<file path="src/rtl/mux_pkg.sv">
// Shared types and helpers for the N-input stream multiplexer/arbiter.
// Imported by the top level and its round-robin picker.
package mux_pkg;

   typedef enum logic {MODE_FIXED = 1'b0, MODE_RR = 1'b1} mux_mode_t;

   // Channel words of up to MAX_CH_W bits packed into a bus of up to MAX_BUS_W bits.
   localparam int unsigned MAX_BUS_W = 1024;
   localparam int unsigned MAX_CH_W  = 64;

   // Returns channel idx of a packed bus; the caller truncates to its own width.
   function automatic logic [MAX_CH_W-1:0] ch_word(input logic [MAX_BUS_W-1:0] packed_bus,
                                                  input int unsigned idx,
                                                  input int unsigned width);
      logic [MAX_BUS_W-1:0] shifted;
      shifted = packed_bus >> (idx * width);
      return shifted[MAX_CH_W-1:0];
   endfunction

endpackage

</file>
<file path="src/rtl/mux_arb_n_if.sv">
// Stream bundle between the producers, the mux and the shared consumer.
// slave is the mux's view; master is the producer/consumer side.
interface mux_arb_n_if #(
   parameter int WIDTH = 4,
   parameter int N     = 4,
   parameter int SELW  = $clog2(N)
);
   logic [N*WIDTH-1:0] in_data;
   logic [N-1:0]       in_valid;
   logic [N-1:0]       in_ready;
   logic [WIDTH-1:0]   out_data;
   logic               out_valid;
   logic               out_ready;
   logic [SELW-1:0]    out_ch;

   modport master (
      output in_data, in_valid, out_ready,
      input  in_ready, out_data, out_valid, out_ch
   );

   modport slave (
      input  in_data, in_valid, out_ready,
      output in_ready, out_data, out_valid, out_ch
   );
endinterface

</file>
<file path="src/rtl/mux_arb_n_rr_pick.sv">
// Wrap-around priority search: first requesting channel at or after ptr,
// wrapping modulo N so non-power-of-two channel counts behave correctly.
module rr_pick #(
   parameter int N    = 4,
   parameter int SELW = $clog2(N)
) (
   input  logic [N-1:0]    req,
   input  logic [SELW-1:0] ptr,
   output logic [SELW-1:0] gnt,
   output logic            gnt_valid
);
   logic [2*N-1:0] req_dbl;
   logic [N-1:0]   rot;

   // Doubling the vector makes the shift a rotation modulo N rather than 2^SELW.
   assign req_dbl = {req, req} >> ptr;
   assign rot     = req_dbl[N-1:0];

   always_comb begin
      gnt       = '0;
      gnt_valid = 1'b0;
      // Descending scan: the lowest offset from ptr is written last and wins.
      for (int k = N - 1; k >= 0; k--) begin
         if (rot[k[SELW-1:0]]) begin
            gnt       = SELW'((int'(ptr) + k) % N);
            gnt_valid = 1'b1;
         end
      end
   end
endmodule

</file>
<file path="src/rtl/mux_arb_n.sv">
// N-input valid/ready stream mux with fixed-select or round-robin grant
// feeding a single output register (one cycle latency, full throughput).
module mux_arb_n
   import mux_pkg::*;
#(
   parameter int WIDTH = 4,
   parameter int N     = 4,
   parameter int SELW  = $clog2(N)
) (
   input  logic            clk,
   input  logic            reset,
   input  mux_mode_t       mode,
   input  logic [SELW-1:0] s,
   mux_arb_n_if.slave      bus
);
   logic [SELW-1:0]  ptr;
   logic [SELW-1:0]  rr_gnt;
   logic             rr_valid;
   logic             fixed_valid;
   logic [SELW-1:0]  gnt;
   logic             gnt_valid;
   logic             ld;
   logic             take;
   logic [WIDTH-1:0] gnt_data;

   rr_pick #(.N(N), .SELW(SELW)) u_rr_pick (
      .req       (bus.in_valid),
      .ptr       (ptr),
      .gnt       (rr_gnt),
      .gnt_valid (rr_valid)
   );

   // A select beyond the last channel never grants.
   assign fixed_valid = (32'(s) < N) && bus.in_valid[s];

   assign gnt       = (mode == MODE_RR) ? rr_gnt   : s;
   assign gnt_valid = (mode == MODE_RR) ? rr_valid : fixed_valid;

   // Register may load when empty or when its word leaves this same cycle.
   assign ld       = !bus.out_valid || bus.out_ready;
   assign take     = ld && gnt_valid && !reset;
   assign gnt_data = WIDTH'(ch_word(MAX_BUS_W'(bus.in_data), 32'(gnt), 32'(WIDTH)));

   always_comb begin
      // NOTE: default first so every path assigns in_ready and no latch is inferred.
      bus.in_ready = '0;
      if (take) bus.in_ready[gnt] = 1'b1;
   end

   // NOTE: sequential state uses non-blocking assignments and a reset sampled on the clock edge.
   always_ff @(posedge clk) begin
      if (reset) begin
         bus.out_valid <= 1'b0;
         bus.out_data  <= '0;
         bus.out_ch    <= '0;
         ptr           <= '0;
      end else if (take) begin
         bus.out_valid <= 1'b1;
         bus.out_data  <= gnt_data;
         bus.out_ch    <= gnt;
         if (mode == MODE_RR) ptr <= (32'(gnt) == N - 1) ? '0 : SELW'(32'(gnt) + 1);
      end else if (bus.out_ready) begin
         bus.out_valid <= 1'b0;
      end
   end
endmodule

</file>
<file path="src/flat_wrapper.sv">
// flat-port wrapper written by rule: the top's interface ports become plain ports
module mux_arb_n_flat import mux_pkg::*;
#(
   parameter int WIDTH = 4,
   parameter int N     = 4,
   parameter int SELW  = $clog2(N)
)
  (clk, reset, mode, s, bus_in_data, bus_in_valid, bus_out_ready, bus_in_ready, bus_out_data, bus_out_valid, bus_out_ch);
  mux_arb_n_if #(.WIDTH(WIDTH), .N(N), .SELW(SELW)) bus_i ();
  input  logic clk;
  input  logic reset;
  input  mux_mode_t mode;
  input  logic [SELW-1:0] s;
  input wire logic [$bits(bus_i.in_data)-1:0] bus_in_data;
  input wire logic [$bits(bus_i.in_valid)-1:0] bus_in_valid;
  input wire logic [$bits(bus_i.out_ready)-1:0] bus_out_ready;
  output wire logic [$bits(bus_i.in_ready)-1:0] bus_in_ready;
  output wire logic [$bits(bus_i.out_data)-1:0] bus_out_data;
  output wire logic [$bits(bus_i.out_valid)-1:0] bus_out_valid;
  output wire logic [$bits(bus_i.out_ch)-1:0] bus_out_ch;
  assign bus_i.in_data = bus_in_data;
  assign bus_i.in_valid = bus_in_valid;
  assign bus_i.out_ready = bus_out_ready;
  assign bus_in_ready = bus_i.in_ready;
  assign bus_out_data = bus_i.out_data;
  assign bus_out_valid = bus_i.out_valid;
  assign bus_out_ch = bus_i.out_ch;
  mux_arb_n #(.WIDTH(WIDTH), .N(N), .SELW(SELW)) u_core (.clk(clk), .reset(reset), .mode(mode), .s(s), .bus(bus_i));
endmodule
</file>
<file path="config.mk">
export PLATFORM = sky130hd
export DESIGN_NAME = mux_arb_n_flat
export DESIGN_NICKNAME = d
export VERILOG_FILES = /design/src/rtl/mux_pkg.sv /design/src/rtl/mux_arb_n_if.sv /design/src/rtl/mux_arb_n_rr_pick.sv /design/src/rtl/mux_arb_n.sv /design/src/flat_wrapper.sv
export SDC_FILE = /design/constraint.sdc
export NUM_CORES = 1
export LEC_CHECK = 0
export BUFFER_PORTS_ARGS = -buffer_cell sky130_fd_sc_hd__buf_2
export CAP_MARGIN = 10
export CORE_AREA = 2 2 46 48
export DETAILED_ROUTE_END_ITERATION = 6
export DIE_AREA = 0 0 48 50
export MAX_ROUTING_LAYER = met4
export PLACE_DENSITY = 0.71
export REMOVE_ABC_BUFFERS = 1
export SLEW_MARGIN = 20
export SYNTH_ARGS = -nofsm -noshare
export SYNTH_HDL_FRONTEND = slang
export SYNTH_SLANG_ARGS = --single-unit
export TNS_END_PERCENT = 30
</file>
<file path="constraint.sdc">
create_clock -name clk -period 2.73 [get_ports clk]
set_input_delay 0.546 -clock clk [delete_from_list [all_inputs] [get_ports clk]]
set_output_delay 0.546 -clock clk [all_outputs]
set_load 0.01 [all_outputs]
</file>
==> flow_metrics.tcl, run 1 <==
set metrics [dict create \
    yosysWarnings 0 \
    critical_path_buf_inv_count 2 \
    area_overhead_of_the_layout_relative_to_synthesis_pct 29.67 \
    synth_flop_cell "dfxtp_1" \
    starting_drc_count_in_detailed_routing 6 \
    worst-endpoint-arrival_ns 2.11 \
    globalRouteTotalUtil_pct 18.24 \
    clockBufferDepth 2 \
    run_status "finished, final reports clean" \
    finalPower_mw 0.3992 \
    wl_per_cell_um 11.96 \
    grt_use_met3_pct 6.593 \
    crit_family "simple AND/OR/NAND/NOR gates" \
    power_leakage_nw 0.4525 \
    postSynthCellCount 90 \
    p_per_area_mw_per_mm2 403.4 \
    core_region_area_mm2 0.001902 \
    instances_no_fill 156 \
    layout.nets 156 \
    grt_first_pass_wirelength_um 3084 \
    ff2ff_path_depth 6 \
    die_width_um 48 \
    hold_slack_ns 0.4900 \
    crit_fanout 9 \
    cp.depth 7 \
    critical_path.max_stage_delay_ns 0.54 \
    root_buffer "clkbuf_4" \
    grtUsageMet1_pct 23.18 \
    post_cts.repair.setup_buffers 0 \
    synth-async-reset-ratio_pct 0 \
    synth_seq_cells 9 \
    critical_path_class "input pin to output port" \
    cts_made_buffers 3 \
    placed_cells_incl_taps 152 \
    period_share_pct 97.18 \
    critPathCaptureType "output port" \
    ioPinCount 37 \
    synth-edff-count 0 \
    ir_drop_mv 0.2753 \
    antenna_violations_before_repair 0 \
    design.die.area_mm2 0.002400 \
    finalSetupViolations 0 \
    slew_headroom_pct 59.03 \
    num_vias 820 \
    wirelength_um 1865 \
    postRouteAntennaNets 0 \
    clk_latency_ns 0.26 \
    fill_cells 208 \
    drt_via_density 5.256 \
    crit_end "bus_in_ready[3]" \
    launching_instance_or_port_of_the_critical_path "bus_in_valid[1]" \
    initial_utilization_pct 40.13 \
    synthesis.area_per_instance_um2 8.480 \
    finalMaxSlewViolations 0 \
    timing.critical_path.required_ns 2.18 \
    critPathMostFrequentCell "buf_2" \
    synth_largest_area_cell "dfxtp_1" \
    worst_slew_pin_slew_ns 0.5991 \
    worstHoldPathType "input pin to register" \
    finalClockSkew_ns 0.001078 \
    cts_tree "done" \
    drt_drc_violations_left 0 \
    syn_area_um2 763.2 \
    row_count 16 \
    hold_violation_total_from_the_final_report 0 \
    largest_net_degree_at_the_start_of_global_routing 13 \
    antennaDiodeCount 0 \
    detail_route.first_pass.iterations 5 \
    detailed_place_hpwl_um 1428 \
    die_h_um 50 \
    rsz0062_at_grt "no" \
    final_layout_size_suffix_gt1_share_pct 42.64 \
    synth_area_leaders "dfxtp_1 (24%), mux2i_1 (7.9%), a211oi_1 (6.9%), a21oi_1 (5.2%), a221oi_1 (4.6%)" \
    crit_path_top_delay_cell "or4_4" \
    grt_most_used_layer "met2" \
    synth_cell_types 39 \
    post-synth-top-area-fraction_pct 23.61 \
    grtUsageMet2_pct 27.33 \
    r2r-start "u_core.ptr[1]" \
    grt_overflow_total 0 \
    seq_area_frac_synth_pct 23.61 \
    max_clock_freq_mhz 376.9 \
    number_of_global_route_vias_before_repair 712 \
    gp_congestion 0.7910 \
    critical_path.startpoint_type "input pin" \
    period_needed_ns 2.653 \
    clk_transition_reported_paths_ns 0.06 \
    final_util_pct 52.04 \
    fin_tns_setup_ns 0 \
    htree_num_levels 1 \
    max_cap_viol_count 0 \
    crit_chain "buf_2 -> or4_4 -> a222oi_1 -> nor2_2 -> nand2_4 -> nor2_1 -> buf_2" \
    worstReg2RegEnd "u_core.bus.out_data[1]" \
    timing.reg2reg.setup_slack_ns 0.90 \
    tritoncts_num_sinks 9 \
    port-buffer-count 36 \
]
## metal layers
metal	part of all wire [%]	vias up
li1	-	422
met1	47	365
met3	7.5	4
met2	45	29
met5	0	-
met4	0.59	0
## area by class of cell
class	instances	area [um^2]	share of cell area, %
Multi-Input combinational cell	73	530.5	53.60
Sequential cell	9	181.4	18.33
Timing Repair Buffer	39	202.7	20.48
Inverter	4	15.01	1.517
Clock buffer	4	26.28	2.655
Tap cell	27	33.78	3.413
## placed cells by master, fill, tap and decap left out, types with 3 or more instances in the layout
cell       n
a211oi_1   7
a21oi_1    8
a221oi_1   4
buf_2     36
buf_4      3
clkbuf_4   3
dfxtp_1    8
inv_1      4
mux2i_1    6
nand2_1    4
nor2_1     8
nor2b_1    4
## synthesized netlist by cell type, types with 2 or more instances
| library cell | instances |
|---|---|
| a211oi_1 | 7 |
| a21oi_1 | 8 |
| a221oi_1 | 4 |
| and2_1 | 2 |
| dfxtp_1 | 9 |
| inv_1 | 4 |
| mux2_2 | 2 |
| mux2i_1 | 6 |
| nand2_1 | 4 |
| nand3b_1 | 2 |
| nor2_1 | 8 |
| nor2b_1 | 4 |
| nor3_1 | 2 |
| o21a_1 | 2 |
| or3b_2 | 2 |
## how the worst min path moves through the flow
stage | depth (start not counted) | slack, ns | end | startpoint
finish | 2 | 0.49 | u_core.ptr[0] | reset
global route | 2 | 0.48 | u_core.ptr[0] | reset
CTS | 2 | 0.50 | u_core.bus.out_ch[0] | reset
detailed placement | 2 | 0.48 | u_core.bus.out_ch[0] | u_core.bus.out_ch[0]
global placement | 2 | 0.47 | u_core.bus.out_ch[0] | u_core.bus.out_ch[0]
floorplan | 2 | 0.49 | u_core.ptr[1] | u_core.ptr[1]
## kinds of logic (layout without fill, tap and decap cells)
| kind of cell | count (synthesis) | count (layout) | share of synthesized area, % |
|---|---|---|---|
| flops | 9 | 9 | 23.61 |
| buf+inv | 8 | 47 | 6.884 |
| xor+xnor | 1 | 1 | 1.148 |
| compound gates | 32 | 32 | 31.97 |
| simple gates | 32 | 32 | 25.57 |
| mux | 8 | 8 | 10.82 |
## report_power, final
| part | internal, mW | switching (mW) | leakage, nW |
|---|---|---|---|
| Clock | 0.0563 | 0.0463 | 0.0150 |
| Sequential | 0.147 | 0.0106 | 0.0751 |
| Combinational | 0.0662 | 0.0733 | 0.362 |
| Total | 0.269 | 0.130 | 0.453 |
## registers in the layout (all words and copies together) (netlist names)
signal and cells:
u_core.bus.out_data 4, u_core.bus.out_ch 2, u_core.ptr 2, u_core.bus.out_valid 1
## timing repair
item                       4_1_cts  5_1_grt
setup endpoints to repair        0        3
resized for setup                0        1
hold buffers                     0        0
## per-stage QoR
step / setup slack [ns] / cell area [um^2]
3_5_place_dp: 0.06060 / 962.2
6_report: 0.07690 / 989.7
4_1_cts: 0.05822 / 988.4
2_1_floorplan: 0.3735 / 725.7
5_1_grt: 0.006694 / 989.7
3_3_place_gp: 0.1178 / 962.2
Power figures use the tool's default switching activity.
==> run 2: changes to the inputs <==
--- a/config.mk
+++ b/config.mk
@@ -7,9 +7,10 @@
 export LEC_CHECK = 0
 export BUFFER_PORTS_ARGS = -buffer_cell sky130_fd_sc_hd__buf_2
 export CAP_MARGIN = 10
-export CORE_AREA = 2 2 46 48
+export CORE_AREA = 5 5 49 51
+export CTS_CLUSTER_SIZE = 8
 export DETAILED_ROUTE_END_ITERATION = 6
-export DIE_AREA = 0 0 48 50
+export DIE_AREA = 0 0 54 56
 export MAX_ROUTING_LAYER = met4
 export PLACE_DENSITY = 0.71
 export REMOVE_ABC_BUFFERS = 1
==> constraint.sdc (replaced) <==
create_clock -name clk -period 2.76 [get_ports clk]
set_input_delay 0.552 -clock clk [delete_from_list [all_inputs] [get_ports clk]]
set_output_delay 0.552 -clock clk [all_outputs]
set_load 0.01 [all_outputs]
==> flow_metrics.tcl, run 2 (synthesis gave the netlist of run 1 again) <==
set metrics [dict create \
    run_status "finished, final reports clean" \
    port-buffer-count 36 \
    crit_chain "buf_2 -> or4_4 -> a222oi_1 -> nor2_2 -> nand2_4 -> nor2_1 -> buf_2" \
    p_per_area_mw_per_mm2 396.3 \
    post_cts.repair.setup_buffers 0 \
    drt_drc_violations_left 0 \
    rsz0062_at_grt "no" \
    grt_overflow_total 0 \
    critical_path_class "input pin to output port" \
    critical_path.startpoint_type "input pin" \
    finalMaxSlewViolations 0 \
    finalSetupViolations 0 \
    detailed_place_hpwl_um 1587 \
    antennaDiodeCount 0 \
    dpl_cell_area_um2 962.2 \
    postRouteAntennaNets 0 \
    worstHoldPathType "register to register" \
    largest_register_ff_count 4 \
    max_cap_viol_count 0 \
    finalPower_mw 0.3947 \
    post_cts_hold_buffer_count 0 \
    detail_route.first_pass.iterations 4 \
    die_width_um 54 \
    final_cell_area_um2 996.0 \
    ir_drop_mv 0.2938 \
    area_overhead_of_the_layout_relative_to_synthesis_pct 30.49 \
    number_of_global_route_vias_before_repair 792 \
    crit_path_top_delay_cell "or4_4" \
    initial_utilization_pct 40.13 \
    timing.critical_path.required_ns 2.21 \
    largest_registers "u_core.bus.out_data x4, u_core.bus.out_ch x2, u_core.ptr x2" \
    wirelength_um 1981 \
    wl_per_cell_um 12.62 \
    worst_slew_pin_slew_ns 0.5415 \
    max_clock_freq_mhz 374.2 \
    gp_congestion 0.7826 \
    finalClockSkew_ns 0.001080 \
    starting_drc_count_in_detailed_routing 21 \
    critical_path.max_stage_delay_ns 0.54 \
    htree_num_levels 1 \
    cts-resized-gates 0 \
    critical_path_buf_inv_count 2 \
    critPathMostFrequentCell "buf_2" \
    mostFrequentLayoutCells "buf_2 (36), dfxtp_1 (9), a21oi_1 (8), nor2_1 (8), a211oi_1 (7)" \
    drt_via_density 5.223 \
    row_count 16 \
    hold_violation_total_from_the_final_report 0 \
    clockBufferDepth 2 \
    cts_made_buffers 3 \
    root_buffer "clkbuf_4" \
    period_needed_ns 2.672 \
    crit_fanout 9 \
    cts_tree "done" \
    clk_latency_ns 0.25 \
    power_leakage_nw 0.4570 \
    critPathCaptureType "output port" \
    grt_first_pass_wirelength_um 3291 \
    num_vias 820 \
    largest_net_degree_at_the_start_of_global_routing 13 \
    slew_headroom_pct 62.97 \
    period_share_pct 96.82 \
    mostFrequentLayoutCell "buf_2" \
    final_layout_size_suffix_gt1_share_pct 42.31 \
    die_h_um 56 \
    layout.nets 157 \
    core_region_area_mm2 0.001902 \
    final_util_pct 52.37 \
    globalRouteTotalUtil_pct 14.47 \
    crit_family "simple AND/OR/NAND/NOR gates" \
    ioPinCount 37 \
    largest-register "u_core.bus.out_data" \
    fin_tns_setup_ns 0 \
    design.die.area_mm2 0.003024 \
    worst-endpoint-arrival_ns 2.12 \
    hold_slack_ns 0.4997 \
    antenna_violations_before_repair 0 \
    tritoncts_num_sinks 9 \
    clk_transition_reported_paths_ns 0.06 \
]
-- run 2: cell count changes in the layout (fill, tap and decap cells not counted) --
cell     previous run  this run
buf_4               3         4
dfxtp_2             1         0
dfxtp_1             8         9
-- run 2: where the power goes --
part | switching (mW) | internal, mW | total, mW
logic | 0.0746 | 0.0670 | 0.142
clock network | 0.0430 | 0.0555 | 0.0985
registers | 0.00984 | 0.145 | 0.155
-- run 2: metrics by stage --
| step | std cells | setup WS, ns |
|---|---|---|
| detailed placement | 152 | 0.09030 |
| finish | 157 | 0.08776 |
| CTS | 156 | 0.08646 |
| floorplan | 86 | 0.3915 |
| global placement | 152 | 0.1324 |
| global route | 157 | 0.001489 |
-- run 2: final timing paths --
path / startpoint / endpoint / slack, ns / cells after the start
setup / recovery: bus_in_valid[1] / bus_in_ready[3] / 0.09 / 7
hold / removal: u_core.bus.out_ch[0] / u_core.bus.out_ch[0] / 0.50 / 2
setup reg to reg: u_core.ptr[1] / u_core.bus.out_data[2] / 0.88 / 6
hold reg to reg: u_core.bus.out_ch[0] / u_core.bus.out_ch[0] / 0.50 / 2
-- run 2: layout make-up --
type	instances	area, um^2
Fill cell	193	905.9
Tap cell	27	33.78
Clock buffer	4	26.28
Inverter	4	15.01
Multi-Input combinational cell	73	530.5
Timing Repair Buffer	40	210.2
Sequential cell	9	180.2
-- run 2: layer usage --
layer	up-vias	routed length (um)	global-route usage, %
met5	-	0	-
met4	0	0	2.491
met3	0	156	4.558
met2	29	956	23.53
met1	368	868	17.42
li1	423	-	-
-- run 2: worst min-delay path: cells and delay by family (launching register included) --
kind / cells / cell delay, ns
DFF: 1 / 0.32
muxes: 1 / 0.06
and+or+nand+nor: 1 / 0.08
